File: config.mk
export PLATFORM = sky130hd
export DESIGN_NAME = sine_wave_analyser
export DESIGN_NICKNAME = d
export VERILOG_FILES = /design/src/rtl/sine_wave_analyser.sv
export SDC_FILE = /design/constraint.sdc
export NUM_CORES = 1
export LEC_CHECK = 0
export BUFFER_PORTS_ARGS = -buffer_cell sky130_fd_sc_hd__buf_2
export CAP_MARGIN = 15
export CORE_MARGIN = 5
export CORE_UTILIZATION = 59
export DETAILED_ROUTE_END_ITERATION = 16
export GPL_TIMING_DRIVEN = 0
export PLACE_DENSITY = 0.85
export SKIP_LAST_GASP = 1
export SLEW_MARGIN = 20
export SYNTH_ARGS = -nofsm -noshare
export SYNTH_HDL_FRONTEND = slang
export SYNTH_SLANG_ARGS = --single-unit
export TNS_END_PERCENT = 5
File: constraint.sdc
create_clock -name clock -period 5.3 [get_ports clock]
set_clock_uncertainty 0.15 [all_clocks]
set_input_delay 0.795 -clock clock [delete_from_list [all_inputs] [get_ports clock]]
set_output_delay 0.795 -clock clock [all_outputs]
set_load 0.005 [all_outputs]
File: src/rtl/sine_wave_analyser.sv
// Tone monitor: tracks rising mid-level crossings of an unsigned sample stream with hysteresis,
// measures period/peak/trough/amplitude per cycle of the waveform and flags lock on a stable period.
module sine_wave_analyser #(
   parameter int SINE_SIZE  = 12,
   parameter int COUNT_W    = 16,
   parameter int MID        = 2048,
   parameter int HYST       = 64,
   parameter int MAX_PERIOD = 4095,
   parameter int TOL        = 2,
   parameter int LOCK_COUNT = 3
) (
   input  logic                 clock,
   input  logic                 reset,
   input  logic [SINE_SIZE-1:0] sample,
   input  logic                 sample_valid,
   output logic [COUNT_W-1:0]   period,
   output logic [SINE_SIZE-1:0] peak,
   output logic [SINE_SIZE-1:0] trough,
   output logic [SINE_SIZE-1:0] amplitude,
   output logic                 meas_valid,
   output logic                 crossing,
   output logic                 timeout,
   output logic                 locked
);

   localparam int                      MATCH_W   = $clog2(LOCK_COUNT + 1);
   localparam int                      DIFF_W    = COUNT_W + 1;
   localparam logic [SINE_SIZE-1:0]    HI_LEVEL  = SINE_SIZE'(MID + HYST);
   localparam logic [SINE_SIZE-1:0]    LO_LEVEL  = SINE_SIZE'(MID - HYST);
   localparam logic [COUNT_W-1:0]      CNT_MAX   = COUNT_W'(MAX_PERIOD);
   localparam logic [MATCH_W-1:0]      MATCH_MAX = MATCH_W'(LOCK_COUNT);
   localparam logic signed [DIFF_W-1:0] TOL_S    = DIFF_W'(TOL);

   typedef enum logic {SEEK, MEASURE} state_t;

   state_t                     state_q, state_d;
   logic                       hi, hi_next, rise, at_limit;
   logic                       start, measure, step, expire;
   logic [COUNT_W-1:0]         cnt, prev_period;
   logic [SINE_SIZE-1:0]       acc_peak, acc_trough;
   logic                       prev_ok;
   logic [MATCH_W-1:0]         match_cnt, match_next;
   logic signed [DIFF_W-1:0]   diff, diff_abs;

   // NOTE: every variable driven from always_comb gets a default first, so no path can infer a latch.
   always_comb begin
      hi_next = hi;
      if (sample >= HI_LEVEL)      hi_next = 1'b1;
      else if (sample <= LO_LEVEL) hi_next = 1'b0;
   end

   assign rise     = sample_valid & ~hi & hi_next;
   assign at_limit = (cnt == CNT_MAX);

   // NOTE: sequential state uses non-blocking assignment so all registers update from pre-edge values.
   always_ff @(posedge clock) begin
      if (reset) state_q <= SEEK;
      else       state_q <= state_d;
   end

   always_comb begin
      state_d = state_q;
      if (sample_valid) begin
         case (state_q)
            SEEK:    if (rise) state_d = MEASURE;
            MEASURE: if (!rise && at_limit) state_d = SEEK;
            default: state_d = SEEK;
         endcase
      end
   end

   always_comb begin
      start   = 1'b0;
      measure = 1'b0;
      step    = 1'b0;
      expire  = 1'b0;
      if (sample_valid) begin
         case (state_q)
            SEEK: start = rise;
            MEASURE: begin
               measure = rise;
               step    = !rise && !at_limit;
               expire  = !rise && at_limit;
            end
            default: ;
         endcase
      end
   end

   // Tolerance check on the closing period against the previous one, saturating at LOCK_COUNT.
   assign diff     = $signed({1'b0, cnt}) - $signed({1'b0, prev_period});
   assign diff_abs = diff[DIFF_W-1] ? -diff : diff;

   always_comb begin
      match_next = '0;
      if (prev_ok && (diff_abs <= TOL_S))
         match_next = (match_cnt == MATCH_MAX) ? match_cnt : match_cnt + MATCH_W'(1);
   end

   always_ff @(posedge clock) begin
      if (reset) begin
         hi          <= 1'b1;
         cnt         <= '0;
         acc_peak    <= '0;
         acc_trough  <= '0;
         prev_period <= '0;
         prev_ok     <= 1'b0;
         match_cnt   <= '0;
         period      <= '0;
         peak        <= '0;
         trough      <= '0;
         amplitude   <= '0;
         meas_valid  <= 1'b0;
         crossing    <= 1'b0;
         timeout     <= 1'b0;
         locked      <= 1'b0;
      end else begin
         meas_valid <= 1'b0;
         crossing   <= 1'b0;
         timeout    <= 1'b0;
         if (sample_valid) begin
            hi       <= hi_next;
            crossing <= rise;
         end
         if (start || measure) begin
            cnt        <= COUNT_W'(1);
            acc_peak   <= sample;
            acc_trough <= sample;
         end
         if (start) prev_ok <= 1'b0;
         if (step) begin
            cnt <= cnt + COUNT_W'(1);
            if (sample > acc_peak)   acc_peak   <= sample;
            if (sample < acc_trough) acc_trough <= sample;
         end
         if (measure) begin
            period      <= cnt;
            peak        <= acc_peak;
            trough      <= acc_trough;
            amplitude   <= (acc_peak - acc_trough) >> 1;
            meas_valid  <= 1'b1;
            match_cnt   <= match_next;
            locked      <= (match_next == MATCH_MAX);
            prev_period <= cnt;
            prev_ok     <= 1'b1;
         end
         // A timeout abandons the partial period but keeps the last reported measurement.
         if (expire) begin
            timeout   <= 1'b1;
            locked    <= 1'b0;
            match_cnt <= '0;
            prev_ok   <= 1'b0;
         end
      end
   end

endmodule

Word-level counts from Yosys, hierarchy flattened
Index checks and enable logic that the tools add are counted.
{"block": "word_totals", "reg_bits": 100, "latch_bits": 0, "ram_bits": 0, "romBits": 0, "input_bits": 15, "out_inout_bits": 56, "memories": 0}
{"block": "classes", "n_addsub": 5, "mul": 0, "div": 0, "n_lt_le_gt_ge": 5, "n_eq_ne": 3, "shift": 0, "muxes": 28, "bitwise_logic": 5, "n_reduce_logical": 10}
{"operator": "12-bit 2-to-1 mux", "n": 6}
{"operator": "16-bit 2-to-1 mux", "n": 2}
{"operator": "17-bit by 3-bit less-or-equal comparator with 1-bit output (second input constant)", "n": 1}
{"operator": "17-bit 2-to-1 mux", "n": 1}
{"operator": "17-bit negation", "n": 1}
{"operator": "16-bit by 16-bit subtractor with 17-bit output", "n": 1}
{"operator": "16-bit by 1-bit adder with 16-bit output (second input constant)", "n": 1}
{"operator": "16-bit by 12-bit == test with 1-bit output (second input constant)", "n": 1}
{"operator": "1-bit 2-to-1 mux", "n": 16}
{"operator": "12-bit >= comparator (second input constant)", "n": 1}
{"operator": "12-bit > comparator", "n": 1}
{"operator": "12-bit by 11-bit less-or-equal comparator with 1-bit output (second input constant)", "n": 1}
{"operator": "12-bit less-than comparator", "n": 1}
{"operator": "12-bit subtractor", "n": 1}
{"operator": "2-bit == test (second input constant)", "n": 2}
{"operator": "2-bit 2-to-1 mux", "n": 2}
{"operator": "2-bit nonzero test", "n": 2}
{"operator": "2-bit OR reduction", "n": 2}
{"operator": "1-bit logical AND", "n": 3}
{"operator": "1-bit inverter", "n": 3}
{"operator": "2-bit by 1-bit adder with 2-bit output (second input constant)", "n": 1}
{"operator": "1-bit bitwise AND", "n": 2}
{"operator": "1-bit zero test", "n": 2}
{"operator": "1-bit case mux with 2 select lines", "n": 1}
{"operator": "1-bit logical OR", "n": 1}

Depth between registers and ports, before layout
Gate-level depths: netlist (run 1).
{"block": "depth", "word_depth": 10, "depth_mapped": 14, "depth_no_buf": 13}

Worst setup path after synthesis (run 1)
OpenSTA, ideal clock, no wires.
{"block": "synth_path", "path_type": "flip-flop to flip-flop", "startpoint": "reg cnt[0]", "endpoint": "reg match_cnt[0]", "arrival_time_ps": 3414, "setup_slack_ps": 1650, "stages_incl_launch_ff": 14, "path_buffers": 0, "period_less_slack_ps": 3650, "cell_sequence": "dfxtp_1 inv_1 ha_1 fa_1 nand2b_1 a21oi_1 xor2_1 or3_1 nor4_2 nand3b_2 o41ai_1 nor2_1 or4_1 a211oi_1"}
{"block": "synth_via", "elab_chain_len": 6, "word_cells_on_any_way": 11, "cone_classes": "add/sub: 2; order compare: 1; eq/ne: 1; mux: 4; reduce/logical: 3"}
{"element": "from (decl)", "line": "39", "source": "logic [COUNT_W-1:0] cnt, prev_period;"}
{"element": "from (signal assigned)", "line": "132", "source": "cnt <= cnt + COUNT_W'(1);"}
{"element": "16-bit by 16-bit subtractor with 17-bit output", "line": "91", "source": "assign diff = $signed({1'b0, cnt}) - $signed({1'b0, prev_period});"}
{"element": "17-bit negation", "line": "92", "source": "assign diff_abs = diff[DIFF_W-1] ? -diff : diff;"}
{"element": "17-bit 2-to-1 mux", "line": "92"}
{"element": "17-bit by 3-bit less-or-equal comparator with 1-bit output", "line": "96", "source": "if (prev_ok && (diff_abs <= TOL_S))"}
{"element": "1-bit logical AND", "line": "96"}
{"element": "2-bit 2-to-1 mux", "line": "96"}
{"element": "to (signal assigned)", "line": "142", "source": "match_cnt <= match_next;"}
{"element": "to (decl)", "line": "42", "source": "logic [MATCH_W-1:0] match_cnt, match_next;"}
Several ways; a longest one is shown, not always the timed one.
A chain may end at the register's enable or synchronous reset.

Worst setup path in the final report (run 1)
{"block": "layout_path", "startpoint": "reg prev_period[1]", "endpoint": "reg match_cnt[1]"}
{"block": "layout_via", "elab_chain_len": 6}
{"element": "from (decl)", "line": "39"}
{"element": "from (signal assigned)", "line": "144", "source": "prev_period <= cnt;"}
{"element": "16-bit by 16-bit subtractor with 17-bit output (*)", "line": "91"}
{"element": "17-bit negation", "line": "92"}
{"element": "17-bit 2-to-1 mux (*)", "line": "92"}
{"element": "17-bit by 3-bit less-or-equal comparator with 1-bit output (*)", "line": "96"}
{"element": "1-bit logical AND (*)", "line": "96"}
{"element": "2-bit 2-to-1 mux (*)", "line": "96"}
Mark *: on every way between the ends. The rest lies on a longest branch, timed or not.

==> impl_metrics.yaml, run 1 <==
worst_hold_path:
  hp-class: "reg2reg"
  hp-start: "trough[7]"
cts:
  clock_latency_ns: 0.37
  root_buffer: "clkbuf_8"
  cts_buffer_depth: 2
  cts_inserted_buffers: 9
  clkTransAtPathRegs_ns: 0.09
  h-tree-depth: 3
  tritoncts: "done"
  ctsHoldBuffers: 0
  post_cts_buffers: 0
  clock-sinks: 100
  post_cts_resized: 0
worst_setup_path:
  start_kind: "flop"
  crit_chain: "inv_1 > ha_1 > and2b_2 > o2111a_1 > a311oi_2 > and4_1 > a22o_1 > a21oi_1 > a2111oi_0 > nand4_1 > or4_1 > a211oi_1"
  slowest_stage: "a311oi_2"
  critPathTopFamily: "compound AO/OA/AOI/OAI gates"
  rr_startpoint: "prev_period[1]"
  path_max_fanout: 7
  critPathCaptureType: "flop"
  critPathRequiredTime_ns: 5.43
  cp_num_buf_inv: 1
  path_class: "reg2reg"
  critPathMaxStageDelay_ns: 0.54
  crit_start: "prev_period[1]"
  cp_data_arrival_time_ns: 4.19
power_and_ir_drop:
  comb_power_share: 0.104
  switching_power_uw: 354.9
  internal_power_uw: 994.3
  ir_drop_mv: 0.1153
  leakage_uw: 0.002925
  clkPwrFrac: 0.330
  p_sw_frac: 0.2631
  power_frac_seq: 0.566
  powerDensity_nw_per_um2: 195.4
yosys:
  ys_types: 79
  synth_adder_area_share: 0.1069
  synthFlopType: "dfxtp_1"
  yosys.area_share.simple: 0.2520
  synth_area_sq_um: 6226
  synth-compound-area-share: 0.2038
  syn_nets: 860
  synth-seq-cells: 100
  ys_warn_count: 0
  synth_cells: 793
  synth-seq-area-share: 0.3215
  synthXorXnorAreaFrac: 0.04220
  synth_top_family_by_area: "simple AND/OR/NAND/NOR gates"
  synth_top_area_cell: "dfxtp_1"
  avgSynthCellArea_sq_um: 7.851
  yosysTopAreaCellShare: 0.3215
  ys_top_cells_by_area: "dfxtp_1 (32%), ha_1 (10%), a21oi_1 (8.0%), nand2_1 (6.8%), nor2_1 (4.6%)"
  synth_mux_area_frac: 0.01306
  synth-edff-count: 0
  synthArstFlopShare: 0
finish:
  register_area_sq_um: 2002
  multiInputGateArea_sq_um: 3851
  area_delta_synth_final_pct: 10.89
  fill_cells: 910
  nets: 939
  antenna_cells: 0
  drive_gt1_frac: 0.1336
place:
  dp_hpwl_microns: 12420
  gp_congestion: 0.9377
  place.port_buffers: 68
  preCtsSetupSlack_ns: 1.321
global_routing:
  antenna_found_initial: 0
  grt_use_total: 0.2501
  grt_max_degree: 16
  grt_pass1_wl_microns: 26550
  overflow: 0
  grt_pass1_vias: 5622
sta:
  setup_viol: 0
  finalSetupTns_ns: 0
  min_period_ns: 4.056
  min_period_over_period: 0.7652
  hold_viol: 0
  finalWorstSetupSlack_ns: 1.244
  max_freq_mhz: 246.6
  worstMarginPinSlew_ns: 0.8140
  slew_viol_final: 0
  maxSlewHeadroom: 0.4553
  rsz0062_at_grt: "no"
detailed_routing:
  antenna_left: 0
  dr_total_vias: 5952
  wl_microns: 16080
  wl_per_cell_microns: 15.89
  viasPerCell: 5.881
  drt_pass1_iterations: 6
  drt_iter0_drc: 494
  drc_errors: 0
outcome:
  status: "finished clean"
floorplan:
  io_pins: 71
  rows: 37
  die-area_sq_um: 12710
  initial_utilization: 0.6031
  die_w_microns: 112.7
  coreArea_sq_um: 10320
  fp.dieH_microns: 112.7
run:
  maxCapViolations: 0
synthesized netlist by cell type (4+ instances only):
master	number
nand4_1	11
ha_1	50
buf_6	5
a21oi_1	99
dfxtp_1	100
a211oi_1	5
or3_1	14
nor2b_1	8
a31oi_1	5
clkbuf_1	28
mux2i_1	7
nor2_1	77
a22oi_1	4
xnor2_1	14
o21ai_0	27
inv_1	50
and3_1	12
nand2b_1	7
nor3_1	13
xor2_1	16
or4_1	4
o211ai_1	4
nand2_1	112
a21o_1	14
nand3_1	19
and2_1	7
cell families (layout without fill, tap and decap cells):
kind of cell / after synthesis / count (layout)
buffers and inverters: 87 / 170
and+or+nand+nor: 317 / 317
other: 1 / 1
AOI/OAI and AO/OA: 198 / 198
adders and majority gates: 52 / 52
DFF: 100 / 100
muxes: 8 / 8
xor gates and xnor gates: 30 / 30
worst register-to-register path: cells and delay by family (launching register included):
family,cells,cell delay (ns)
buffers and inverters,1,0.07
adders and majority gates,1,0.35
and+or+nand+nor,4,1.29
AOI/OAI and AO/OA,6,1.72
DFF,1,0.41
path summary, 6_finish.rpt:
check	endpoint	slack, ns	cells after the start
worst max-delay path	match_cnt[1]	1.24	12
worst min-delay path	trough[7]	0.31	2
worst max register to register	match_cnt[1]	1.24	12
worst min register to register	trough[7]	0.31	2
state kept, by name (all words and copies together) (netlist names), 2 cells and up:
register,cells
match_cnt,2
prev_period,16
acc_peak,12
peak,12
trough,12
cnt,16
acc_trough,12
amplitude,11
power by group through the flow:
stage	Combinational (uW)	Sequential (uW)	Clock (uW)
2_1_floorplan	96.2	779	0
3_3_place_gp	132	781	0
4_1_cts	137	764	452
3_5_place_dp	136	781	0
6_report	140	764	446
5_1_grt	156	765	480
placed cells by master, fill, tap and decap left out, drive strengths merged, types with 3 or more instances in the layout:
cell type / n
a2111oi: 4
a211o: 5
a211oi: 6
a21o: 14
a21oi: 99
a22oi: 4
a31oi: 5
and2: 8
and3: 13
and4: 3
buf: 75
clkbuf: 41
dfxtp: 100
ha: 50
inv: 52
mux2i: 7
nand2: 112
nand2b: 7
nand3: 20
nand3b: 3
nand4: 11
nor2: 78
nor2b: 8
nor3: 13
nor3b: 3
nor4: 5
nor4b: 3
o211ai: 4
o21a: 3
o21ai: 30
o31ai: 3
o41ai: 3
or2: 3
or3: 15
or4: 4
or4b: 4
xnor2: 14
xor2: 16
metal layers:
layer	wire length [microns]	up-vias	share of wire	GRT usage
li1	-	2932	-	-
met1	6808	2767	0.42	0.3162
met2	7823	217	0.49	0.4344
met3	1040	36	0.065	0.03690
met4	406	0	0.025	0.08734
met5	0	-	0	0
metrics by stage:
step           utilization  power [uW]  hold slack, ns  instances  area [sq um]
6_report            0.6688        1349          0.3053       1012          6904
5_1_grt             0.6688        1400          0.3266       1012          6904
4_1_cts             0.6688        1352          0.3069       1012          6904
3_5_place_dp        0.6525       917.3          0.2956        997          6736
3_3_place_gp        0.6525       912.6          0.2909        997          6736
2_1_floorplan            -       874.8          0.2819        793          6226
area by class of cell:
class	count	area share
repair buffers	68	0.04929
plain buffers	36	0.02628
clock buffers	12	0.02102
inverters	51	0.02773
well taps	136	0.02465
multi-input cells	606	0.5578
flip-flops and latches	100	0.2900
clock inverters	3	0.003262
Note: power is estimated with default switching activity, not from simulation.
==> run 2: changes to the inputs <==
Settings changed: ABC_AREA from default to 1, CORE_UTILIZATION 59 to 54, PLACE_DENSITY 0.85 to 0.82.
Clock period 5.3 ns to 3.3 ns, I/O delays scaled along.
==> run 2 against run 1 <==
Via count is 8.9% higher. Register-to-register slack got worse by 1.0 ns. Power rose by 120%. Combinational power rose to 3.9 times the previous value. Synthesized area is 2.7% higher. Sequential cell count did not move. Synthesized cell count increased by 20%. Core utilization down 3.7 points. Cell count increased by 17%. Critical path type unchanged.
==> impl_metrics.yaml, run 2 <==
worst_setup_path:
  crit_chain: "inv_1 > ha_2 > fa_2 > nand2_1 > nor2_2 > nand3_1 > nor2_2 > nand3_1 > nor2_1 > nand2_2 > nand2_2 > nand2_1 > a21oi_1 > nand2_1 > nor2_1 > nand2_1 > nand2_2 > nand4_1 > a21oi_1"
  start_kind: "flop"
  path_class: "reg2reg"
  critPathCaptureType: "flop"
  critPathRequiredTime_ns: 3.45
  cp_num_buf_inv: 1
  path_common_cell: "nand2_1"
  critPathTopFamily: "simple AND/OR/NAND/NOR gates"
  cp_data_arrival_time_ns: 3.21
  critPathMaxStageDelay_ns: 0.56
  slowest_stage: "fa_2"
  path_max_fanout: 4
yosys:
  synth-seq-cells: 100
  yosysTopAreaCellShare: 0.3132
  syn_nets: 1019
  synthFlopType: "dfxtp_1"
  synth-edff-count: 0
  synth-seq-area-share: 0.3132
  ys_types: 49
  synth_top_area_cell: "dfxtp_1"
  ys_top_cells_by_area: "dfxtp_1 (31%), nand2_1 (12%), a21oi_1 (9.9%), ha_1 (9.8%), inv_1 (8.0%)"
  avgSynthCellArea_sq_um: 6.713
  yosys-top-cells-count: "nand2_1 (198), inv_1 (137), a21oi_1 (126)"
  ys_warn_count: 0
  yosysMostFrequentCell: "nand2_1"
  synth_cells: 952
  synth_area_sq_um: 6391
  synthArstFlopShare: 0
place:
  dp_hpwl_microns: 13360
  placed_area_sq_um: 6915
  place.port_buffers: 69
  gp_congestion: 0.9193
finish:
  nets: 1101
  drive_gt1_frac: 0.1357
  mostFrequentLayoutCells: "nand2_1 (195), inv_1 (136), a21oi_1 (126)"
  antenna_cells: 0
  area_delta_synth_final_pct: 13.92
  layout_commonest_cell: "nand2_1"
  fin_area_sq_um: 7281
  reg.largest.list: "cnt (16), prev_period (16)"
cts:
  cts_buffer_depth: 2
  clock-sinks: 100
  cts_inserted_buffers: 9
  ctsHoldBuffers: 0
  tritoncts: "done"
  root_buffer: "clkbuf_16"
  clock_latency_ns: 0.36
  clkTransAtPathRegs_ns: 0.08
  h-tree-depth: 3
floorplan:
  die-area_sq_um: 14110
  rows: 39
  initial_utilization: 0.5550
  io_pins: 71
  die_w_microns: 118.8
  fp.dieH_microns: 118.8
  coreArea_sq_um: 11520
global_routing:
  overflow: 0
  antenna_found_initial: 0
  grt_pass1_vias: 6038
  grt_pass1_wl_microns: 28510
  grt_use_total: 0.2486
  grt_max_degree: 19
sta:
  worstMarginPinSlew_ns: 0.6587
  setup_viol: 0
  finalSetupTns_ns: 0
  min_period_over_period: 0.9275
  maxSlewHeadroom: 0.5609
  rsz0062_at_grt: "no"
  max_freq_mhz: 326.7
  min_period_ns: 3.061
  slew_viol_final: 0
  hold_viol: 0
worst_hold_path:
  hp-class: "in2reg"
detailed_routing:
  drt_iter0_drc: 432
  dr_total_vias: 6482
  antenna_left: 0
  wl_microns: 17480
  viasPerCell: 5.484
  drt_pass1_iterations: 5
  drc_errors: 0
  wl_per_cell_microns: 14.79
run:
  maxCapViolations: 0
power_and_ir_drop:
  powerDensity_nw_per_um2: 410.0
  leakage_uw: 0.003596
  finalPower_uw: 2985
  ir_drop_mv: 0.3336
outcome:
  status: "finished clean"
==> run 2: cell count changes in the layout (fill, tap and decap cells not counted), sizes merged, moves of 8 or more <==
cell / change
and3: -10
xnor2: -10
buf: +8
a21o: -12
nor2b: -8
nand3: +26
nor2: -10
nand2: +103
inv: +98
a21oi: +27
o21ai: +61
clkbuf: -13
or3: -15
==> run 2: path summary, 6_finish.rpt <==
kind,depth (start not counted),slack [ns],from,to
hold reg to reg,2,0.33,locked,locked
hold / removal,2,0.24,reset,state_q
setup reg to reg,19,0.24,cnt[0],locked
setup / recovery,19,0.24,cnt[0],locked
==> run 2: routing by layer <==
| layer | up-vias | routed length, microns | GRT usage |
|---|---|---|---|
| li1 | 3283 | - | - |
| met1 | 2952 | 7383 | 0.2942 |
| met2 | 200 | 8353 | 0.4288 |
| met3 | 47 | 919 | 0.03868 |
| met4 | 0 | 824 | 0.1398 |
| met5 | - | 0 | 0 |
==> run 2: cell families (layout without fill, tap and decap cells) <==
group	count (synthesis)	in the layout	synth area share
simple gates	369	369	0.2555
compound gates	236	236	0.1934
buf+inv	178	265	0.1112
flops	100	100	0.3132
fa+ha+maj	52	52	0.1042
xor+xnor	16	16	0.02193
other cells	1	1	0.0005868
==> run 2: timing repair <==
item | 4_1_cts | 5_1_grt
endpoints found under the setup margin | 0 | 3
setup buffers | 0 | 2
hold endpoints to repair | 0 | 0
resized for setup | 0 | 8
==> run 2: cell type report <==
| cell class | instances | area (sq um) |
|---|---|---|
| clock inverter | 7 | 105.1 |
| tap | 143 | 178.9 |
| multi-input combinational | 674 | 3699 |
| inverter | 147 | 556.8 |
| timing repair buffer | 71 | 360.3 |
| buffer | 31 | 153.9 |
| fill | 1073 | 4235 |
| sequential | 100 | 2002 |
| clock buffer | 9 | 225.2 |
==> run 2: report_power, final <==
part	switching [uW]	internal (uW)	total (uW)
Clock	515	679	1190
Sequential	15.9	1230	1240
Combinational	353	195	548
Total	883	2100	2990
==> run 2: worst register-to-register path, cell delays in order (launching register included) <==
cell and delay [ns]:
dfxtp_1 0.36, inv_1 0.10, ha_2 0.21, fa_2 0.56, nand2_1 0.07, nor2_2 0.10, nand3_1 0.10, nor2_2 0.13
nand3_1 0.12, nor2_1 0.13, nand2_2 0.07, nand2_2 0.09, nand2_1 0.06, a21oi_1 0.16, nand2_1 0.07, nor2_1 0.12
nand2_1 0.08, nand2_2 0.11, nand4_1 0.10, a21oi_1 0.12
==> run 2: stage by stage <==
stage | hold WS, ns | instances | util | setup slack (ns)
after global placement | 0.3167 | 1164 | 0.6005 | 0.1599
final | 0.2354 | 1182 | 0.6322 | 0.2391
after floorplan | 0.3006 | 952 | - | 0.6298
after detailed placement | 0.3171 | 1164 | 0.6005 | 0.1206
after global routing | 0.2391 | 1182 | 0.6322 | 0.004071
after CTS | 0.2260 | 1180 | 0.6292 | 0.1106
